--- src/rtl/ahb_burst_worker.sv ---
// AHB requester moving one pNUM_BEATS-word payload as a single fixed-length INCR burst.
// Optional AHB_BURST_WORKER_BYTE_SWAP_EN reverses bytes within each bus word (wdata and rdata).
//
// state | meaning
// IDLE  | waiting for I_go; job fields captured on acceptance
// ADDR  | NONSEQ address phase of beat 0
// BURST | SEQ address beat k overlapped with data phase of beat k-1
// LAST  | final data phase, bus driven IDLE
// ERR   | second cycle of a two-cycle ERROR response, bus IDLE
// DONE  | one-cycle completion pulse, then IDLE
module ahb_burst_worker #(
  parameter int unsigned pAHB_ADDR_WIDTH          = 32,
  parameter int unsigned pAHB_DATA_WIDTH          = 32,
  parameter int unsigned pNUM_BEATS               = 4,
  parameter logic [3:0]  pAHB_HPROT_VALUE         = 4'b0011,
  parameter bit          pAHB_HMASTLOCK_VALUE     = 1'b1,
  parameter bit          pAHB_HNONSEC_VALUE       = 1'b0,
  parameter int unsigned pMAX_TRANSFER_WAIT_COUNT = 16,
  parameter bit          pREVERSE_WORD_ORDER      = 1'b1
) (
  input  logic                                   clk,
  input  logic                                   rst_n,
  output logic [pAHB_ADDR_WIDTH-1:0]             O_haddr,
  output logic [2:0]                             O_hburst,
  output logic [2:0]                             O_hsize,
  output logic [3:0]                             O_hprot,
  output logic                                   O_hnonsec,
  output logic                                   O_hmastlock,
  output logic [1:0]                             O_htrans,
  output logic                                   O_hwrite,
  output logic [pAHB_DATA_WIDTH-1:0]             O_hwdata,
  input  logic [pAHB_DATA_WIDTH-1:0]             I_hrdata,
  input  logic                                   I_hready,
  input  logic [1:0]                             I_hresp,
  input  logic [pAHB_ADDR_WIDTH-1:0]             I_int_addr,
  input  logic [pNUM_BEATS*pAHB_DATA_WIDTH-1:0]  I_int_wdata,
  input  logic                                   I_int_write,
  input  logic                                   I_go,
  output logic [pNUM_BEATS*pAHB_DATA_WIDTH-1:0]  O_int_rdata,
  output logic                                   O_int_rdata_valid,
  output logic                                   O_done,
  output logic                                   O_error,
  output logic                                   O_busy
);

  localparam int unsigned W       = pAHB_DATA_WIDTH;
  localparam int unsigned N       = pNUM_BEATS;
  localparam int unsigned PW      = N * W;
  localparam int unsigned BYTES   = W / 8;
  localparam int unsigned ALIGN_W = $clog2(N * BYTES);
  localparam int unsigned CNT_W   = (N > 1) ? $clog2(N) : 1;
  localparam int unsigned WAIT_W  = $clog2(pMAX_TRANSFER_WAIT_COUNT + 1);

  localparam logic [CNT_W-1:0]  LAST_IDX  = CNT_W'(N - 1);
  localparam logic [WAIT_W-1:0] WAIT_LOAD = WAIT_W'(pMAX_TRANSFER_WAIT_COUNT - 1);
  localparam logic [2:0] HSIZE  = (W == 128) ? 3'b100 : (W == 64) ? 3'b011 : 3'b010;
  localparam logic [2:0] HBURST = (N == 16) ? 3'b111 : (N == 8) ? 3'b101 :
                                  (N == 4)  ? 3'b011 : 3'b000;

  typedef enum logic [2:0] {IDLE, ADDR, BURST, LAST, ERR, DONE} state_t;

  state_t                       state_q, state_d;
  logic [CNT_W-1:0]             acnt_q, acnt_d;
  logic [CNT_W-1:0]             dcnt_q, dcnt_d;
  logic [WAIT_W-1:0]            wait_q, wait_d;
  logic                         err_q, err_d;
  logic [pAHB_ADDR_WIDTH-1:0]   base_q;
  logic [PW-1:0]                payload_q;
  logic                         write_q;
  logic [PW-1:0]                rdata_q;

  logic                         accept;
  logic                         capture;
  logic                         misaligned;
  logic                         bus_err;
  logic                         addr_phase;
  logic                         data_phase;
  logic [CNT_W-1:0]             widx;
  logic                         unused_hresp;

  function automatic logic [W-1:0] swap_bytes(input logic [W-1:0] d);
`ifdef AHB_BURST_WORKER_BYTE_SWAP_EN
    for (int i = 0; i < int'(BYTES); i++) begin
      swap_bytes[i*8 +: 8] = d[(int'(BYTES)-1-i)*8 +: 8];
    end
`else
    swap_bytes = d;
`endif
  endfunction

  assign misaligned   = (I_int_addr[ALIGN_W-1:0] != '0);
  assign bus_err      = I_hresp[0] & ~I_hready;
  assign unused_hresp = I_hresp[1];
  assign addr_phase   = (state_q == ADDR) || (state_q == BURST);
  assign data_phase   = (state_q == BURST) || (state_q == LAST);
  // Word slot touched by the current data phase; same mapping for write and read.
  assign widx         = pREVERSE_WORD_ORDER ? (LAST_IDX - dcnt_q) : dcnt_q;

  always_ff @(posedge clk) begin
    if (!rst_n) begin
      state_q   <= IDLE;
      acnt_q    <= '0;
      dcnt_q    <= '0;
      wait_q    <= '0;
      err_q     <= 1'b0;
      base_q    <= '0;
      payload_q <= '0;
      write_q   <= 1'b0;
      rdata_q   <= '0;
    end else begin
      state_q <= state_d;
      acnt_q  <= acnt_d;
      dcnt_q  <= dcnt_d;
      wait_q  <= wait_d;
      err_q   <= err_d;
      if (accept) begin
        base_q    <= I_int_addr;
        payload_q <= I_int_wdata;
        write_q   <= I_int_write;
      end
      if (capture) begin
        rdata_q[widx*W +: W] <= swap_bytes(I_hrdata);
      end
    end
  end

  always_comb begin
    state_d = state_q;
    acnt_d  = acnt_q;
    dcnt_d  = dcnt_q;
    wait_d  = wait_q;
    err_d   = err_q;
    accept  = 1'b0;
    capture = 1'b0;
    case (state_q)
      IDLE: begin
        if (I_go) begin
          accept  = 1'b1;
          acnt_d  = '0;
          dcnt_d  = '0;
          wait_d  = WAIT_LOAD;
          err_d   = misaligned;
          state_d = misaligned ? DONE : ADDR;
        end
      end
      ADDR: begin
        if (I_hready) begin
          acnt_d  = acnt_q + 1'b1;
          wait_d  = WAIT_LOAD;
          state_d = (N == 1) ? LAST : BURST;
        end else if (wait_q == '0) begin
          err_d   = 1'b1;
          state_d = DONE;
        end else begin
          wait_d = wait_q - 1'b1;
        end
      end
      BURST, LAST: begin
        if (bus_err) begin
          err_d   = 1'b1;
          state_d = ERR;
        end else if (I_hready) begin
          capture = ~write_q;
          wait_d  = WAIT_LOAD;
          if (state_q == LAST) begin
            state_d = DONE;
          end else begin
            dcnt_d = dcnt_q + 1'b1;
            if (acnt_q == LAST_IDX) begin
              state_d = LAST;
            end else begin
              acnt_d = acnt_q + 1'b1;
            end
          end
        end else if (wait_q == '0) begin
          // Slave held HREADY low too long: abandon the burst.
          err_d   = 1'b1;
          state_d = DONE;
        end else begin
          wait_d = wait_q - 1'b1;
        end
      end
      ERR:     state_d = DONE;
      DONE:    state_d = IDLE;
      default: state_d = IDLE;
    endcase
  end

  always_comb begin
    O_htrans = 2'b00;
    if (state_q == ADDR) begin
      O_htrans = 2'b10;
    end else if (state_q == BURST) begin
      O_htrans = 2'b11;
    end
  end

  assign O_haddr  = addr_phase
                  ? base_q + pAHB_ADDR_WIDTH'(acnt_q) * pAHB_ADDR_WIDTH'(BYTES)
                  : '0;
  assign O_hwrite = addr_phase & write_q;
  assign O_hwdata = (data_phase && write_q) ? swap_bytes(payload_q[widx*W +: W]) : '0;

  assign O_hburst    = HBURST;
  assign O_hsize     = HSIZE;
  assign O_hprot     = pAHB_HPROT_VALUE;
  assign O_hnonsec   = pAHB_HNONSEC_VALUE;
  assign O_hmastlock = (state_q != IDLE) ? pAHB_HMASTLOCK_VALUE : 1'b0;

  assign O_busy            = (state_q != IDLE);
  assign O_done            = (state_q == DONE);
  assign O_error           = O_done & err_q;
  assign O_int_rdata_valid = O_done & ~err_q & ~write_q;
  assign O_int_rdata       = rdata_q;

endmodule

--- config.mk ---
export PLATFORM = sky130hd
export DESIGN_NAME = ahb_burst_worker
export DESIGN_NICKNAME = d
export VERILOG_FILES = /design/src/rtl/ahb_burst_worker.sv
export SDC_FILE = /design/constraint.sdc
export NUM_CORES = 1
export LEC_CHECK = 0
export CORE_ASPECT_RATIO = 1.5
export CORE_UTILIZATION = 50
export CTS_BUF_LIST = sky130_fd_sc_hd__clkbuf_8
export DETAILED_ROUTE_END_ITERATION = 12
export PLACE_DENSITY_LB_ADDON = 0.05
export SYNTH_ARGS = -nofsm -noshare
export SYNTH_HDL_FRONTEND = slang
export SYNTH_SLANG_ARGS = --single-unit
--- constraint.sdc ---
create_clock -name clk -period 6.1 [get_ports clk]
set_input_delay 0.915 -clock clk [delete_from_list [all_inputs] [get_ports clk]]
set_output_delay 0.915 -clock clk [all_outputs]
set_load 0.02 [all_outputs]
Word-level counts from Yosys, hierarchy flattened --
Cells that the tools add are included.
Word-level totals: register bits after elaboration 302, output and inout port bits 211, memories kept 0, latch bits 0, bits in read-only memories 0, memory bits (writable) 0
Operators by class: multiply operators 0, equality and inequality tests 13, order comparisons 0, divide/modulo/power cells 0, mux-type cells 41, shifts and indexed selects 3, reductions and logical operators 15, $add $sub $neg 6, bitwise logic cells 8
Operators by type and width (count):
- $bwmux W128 | 1
- $shift A32 B34 Y128 const A | 1
- $shiftx A128 B8 Y32 | 1
- $shiftx A32 B34 Y128 | 1
- $mux W32 | 2
- $neg A7 Y34 | 1
- $add A32 B4 Y32 | 1
- $mux W3 | 8
- $mux W2 | 11
- $mux W5 | 4
- $pmux W5 S3 | 1
- $ne A2 B2 Y1 const B | 6
- $pmux W3 S4 | 1
- $mux W1 | 10
- $reduce_and A7 Y1 | 1
- $eq A3 B2 Y1 const B | 2
- $eq A3 B3 Y1 const B | 2
- $pmux W2 S3 | 1
- $reduce_bool A3 Y1 | 2
- $and A1 B1 Y1 | 5
- $logic_not A5 Y1 | 1
- $ne A5 B5 Y1 const B | 1
- $reduce_and A5 Y1 | 1
- $sub A5 B1 Y5 const B | 1
- other kinds (15) | 20

Depth between registers and ports, before layout --
depth after elaboration 6, mapped depth 10

Worst setup path before layout --
Ideal clock, no wire load.
path type register to output, start register acnt_q[1], end output O_haddr[31], arrival time 1.844 ns, stages on the path, launching flop included 6, required time 5.185 ns, slack 3.341 ns, buffers on the path 0, path through dfxtp_1 > ha_1 > a21o_1 > nand4_2 > or4_1 > a21oi_1
Between the ends: word-level cells in the longest chain between the ends 2
Ends and longest elaborated chain:
- from (decl) | line 63 | logic [CNT_W-1:0] acnt_q, acnt_d;
- from (signal assigned) | line 112 | acnt_q <= acnt_d;
- $add A32 B4 Y32 | line 199 | ? base_q + pAHB_ADDR_WIDTH'(acnt_q) * pAHB_ADDR_WIDTH'(BYTES)
- $mux W32 | line 199
- to (decl) | line 23 | output logic [pAHB_ADDR_WIDTH-1:0] O_haddr,
Every way passes these cells.

Worst setup path in the final report --
start register acnt_q[0], end output O_haddr[24]
The elaborated chain is that of the path after synthesis.

==> metrics.yaml <==
clk_path_buf_depth: 3
ant_nets: 0
htree_levels: 2
synth_flop_cell: "dfxtp_1"
syn_to_final_growth_pct: 38.6
cts_setup_buffers: 0
maxCapViolCount: 0
endpoint_kind: "primary output"
antenna_found_initial: 6
numCtsBuffers: 44
synth_area_um2: 12900
drc: 0
fin_total_pwr_mw: 4.79
ys_top_cells_by_area: "dfxtp_1 47%, nand2_1 14%, a21oi_1 12%, mux4_2 5.6%, nand3_1 5.3%"
synthArstFlopShare_pct: 0
synth.avg_cell_area_um2: 8.01
dr.pass1.iters: 5
grt_pass1_vias: 11700
start_kind: "register"
grtUsageTotal_pct: 28.7
r2r-end: "O_int_rdata[80]"
place_congestion: 0.822
hold_path_class: "reg2reg"
via_per_inst: 5.41
grt_first_pass_wirelength_mm: 60.2
final.setup_skew_ns: 0.0168
r2r_start: "dcnt_q[1]"
tightest_slew_ns: 1.21
critPathKind: "reg2out"
drv_slew: 0
rows: 71
relSlewSlack_pct: 19.2
postRouteWirelength_mm: 39.2
period_share_pct: 66.1
regArea_um2: 6050
ys_top_cells_by_count: "476 x nand2_1, 311 x a21oi_1, 302 x dfxtp_1, 136 x nand3_1, 80 x clkbuf_1"
ir_worst_vdd_uv: 313
ctsHoldBuffers: 0
clk-insertion-delay-late_ns: 0.57
num-nets-final: 2142
clk_pin_slew_ns: 0.07
buffer_ports.inserted: 397
synth_top_area_share_pct: 46.9
timing.fmax_ghz: 0.248
die_w_um: 133
critPathMaxFanout: 11
cts.sinks: 302
leakage_nw: 6.08
seq_area_frac_synth_pct: 46.9
fin_tns_setup_ns: 0
yosysWarnings: 0
p_per_area_nw_per_um2: 268
ctsResizeCount: 0
overflow: 0
cts_tree: "built"
worstPathRequired_ns: 5.18
reg2reg_depth: 6
min_path_cells: 2
dieArea_um2: 26400
ys_ff_latch: 302
drive_above_1_share_pct: 7.21
synth-edff-count: 0
status: "complete, no violations"
cts_root_buf: "clkbuf_8"
dpl.hpwl_mm: 26.0
start_util_pct: 51.1
yosysMostFrequentCell: "nand2_1"
min-delay-start: "wait_q[4]"
grt_max_degree: 199
synth_cell_type_count: 52
drt_iter0_drc: 807
rsz0062_at_grt: "false"
fillCellCount: 2130
cp_data_arrival_time_ns: 3.12
min_period_ns: 4.03
worstHoldEndpoint: "wait_q[4]"
final_hold_viol_count: 0
coreArea_um2: 25200
synth.largest_area_cell: "dfxtp_1"
setup_viol: 0
vias: 12500
multi_input_area_um2: 6170
io_pins: 410
die_h_um: 199
syn-instance-count: 1608
avgRoutedWirePerCell_um: 17.0
r2r_slack_ns: 3.25
==> routing by layer <==
layer	GRT usage, %	up-vias	part of all wire (%)
met4	17.8	2	5.3
met3	6.60	116	7.5
met2	49.9	459	50
met5	0	-	0.043
li1	-	6087	-
met1	31.8	5795	37
==> report_power, final <==
part           switching, mW  internal, mW
Clock                  0.785          1.05
Sequential            0.0991          2.10
Combinational          0.425         0.333
==> cell usage in the layout, fill, tap and decap left out, types with 2 or more instances in the layout <==
cell type / n
nand2_1: 476
clkdlybuf4s50_1: 397
a21oi_1: 311
dfxtp_1: 300
nand3_1: 136
clkbuf_8: 63
nor2b_1: 34
mux4_2: 32
buf_4: 19
nor2_1: 18
inv_1: 17
or4_1: 16
and2_1: 12
o31ai_1: 12
conb_1: 11
xor2_1: 10
ha_1: 9
nand4_1: 8
o21ai_0: 8
diode_2: 6
clkinv_2: 6
or3_1: 5
and3_1: 5
nor3_1: 5
a31oi_1: 4
o21a_1: 4
o211ai_1: 3
o21bai_1: 3
nor4_1: 3
bufinv_16: 3
xnor2_1: 2
nand3b_1: 2
and4_4: 2
nand4_2: 2
and4_1: 2
nand3_2: 2
nor3b_1: 2
dfxtp_2: 2
==> critical path: stages, from the launching register on <==
cell and delay, ns:
dfxtp_1 0.38, ha_1 0.20, fa_1 0.38, nand3_2 0.27, or4_1 0.45, a21oi_1 0.22
clkdlybuf4s50_1 0.65
==> worst max path at each step <==
stage,start,to,slack [ns],depth (start not counted)
after floorplan,acnt_q[1],O_haddr[31],3.34,5
after global placement,dcnt_q[1],O_hwdata[22],2.68,4
after detailed placement,acnt_q[0],O_haddr[24],2.66,6
after CTS,acnt_q[0],O_haddr[24],2.03,6
after global routing,acnt_q[0],O_haddr[18],1.89,6
final,acnt_q[0],O_haddr[24],2.07,6
==> stage by stage <==
step                      area, um2  cells  setup slack (ns)  util [%]  hold WS [ns]
after floorplan               12900   1617              3.34         -         0.412
after global placement        16800   2215              2.68      66.6         0.426
after detailed placement      16800   2215              2.66      66.6         0.432
after CTS                     17800   2297              2.03      70.7         0.443
after global routing          17900   2302              1.89      70.8         0.465
final                         17900   2303              2.07      70.8         0.439
==> flip-flops by register name (all words and copies together) (netlist names) <==
signal	count
base_q	32
state_q	3
O_int_rdata	128
err_q	1
wait_q	5
payload_q	128
acnt_q	2
write_q	1
dcnt_q	2
==> cell type report <==
cell class                 count  share of cell area (%)
antenna                        6                  0.0841
clock buffer                  63                    4.86
clock inverter                19                   0.932
inverter                      11                   0.273
multi-input combinational   1157                    34.5
sequential                   302                    33.9
tap                          328                    2.30
timing repair buffer         417                    23.2
==> cells by family after synthesis <==
logic type,Yosys count,synth area share [%]
AOI/OAI and AO/OA,350,14.2
xor gates and xnor gates,12,0.816
adders and majority gates,10,1.03
buffers and inverters,158,5.67
DFF,302,46.9
muxes,32,5.59
other,2,0.0583
and+or+nand+nor,742,25.7
Note: power is estimated with default switching activity, not from simulation.
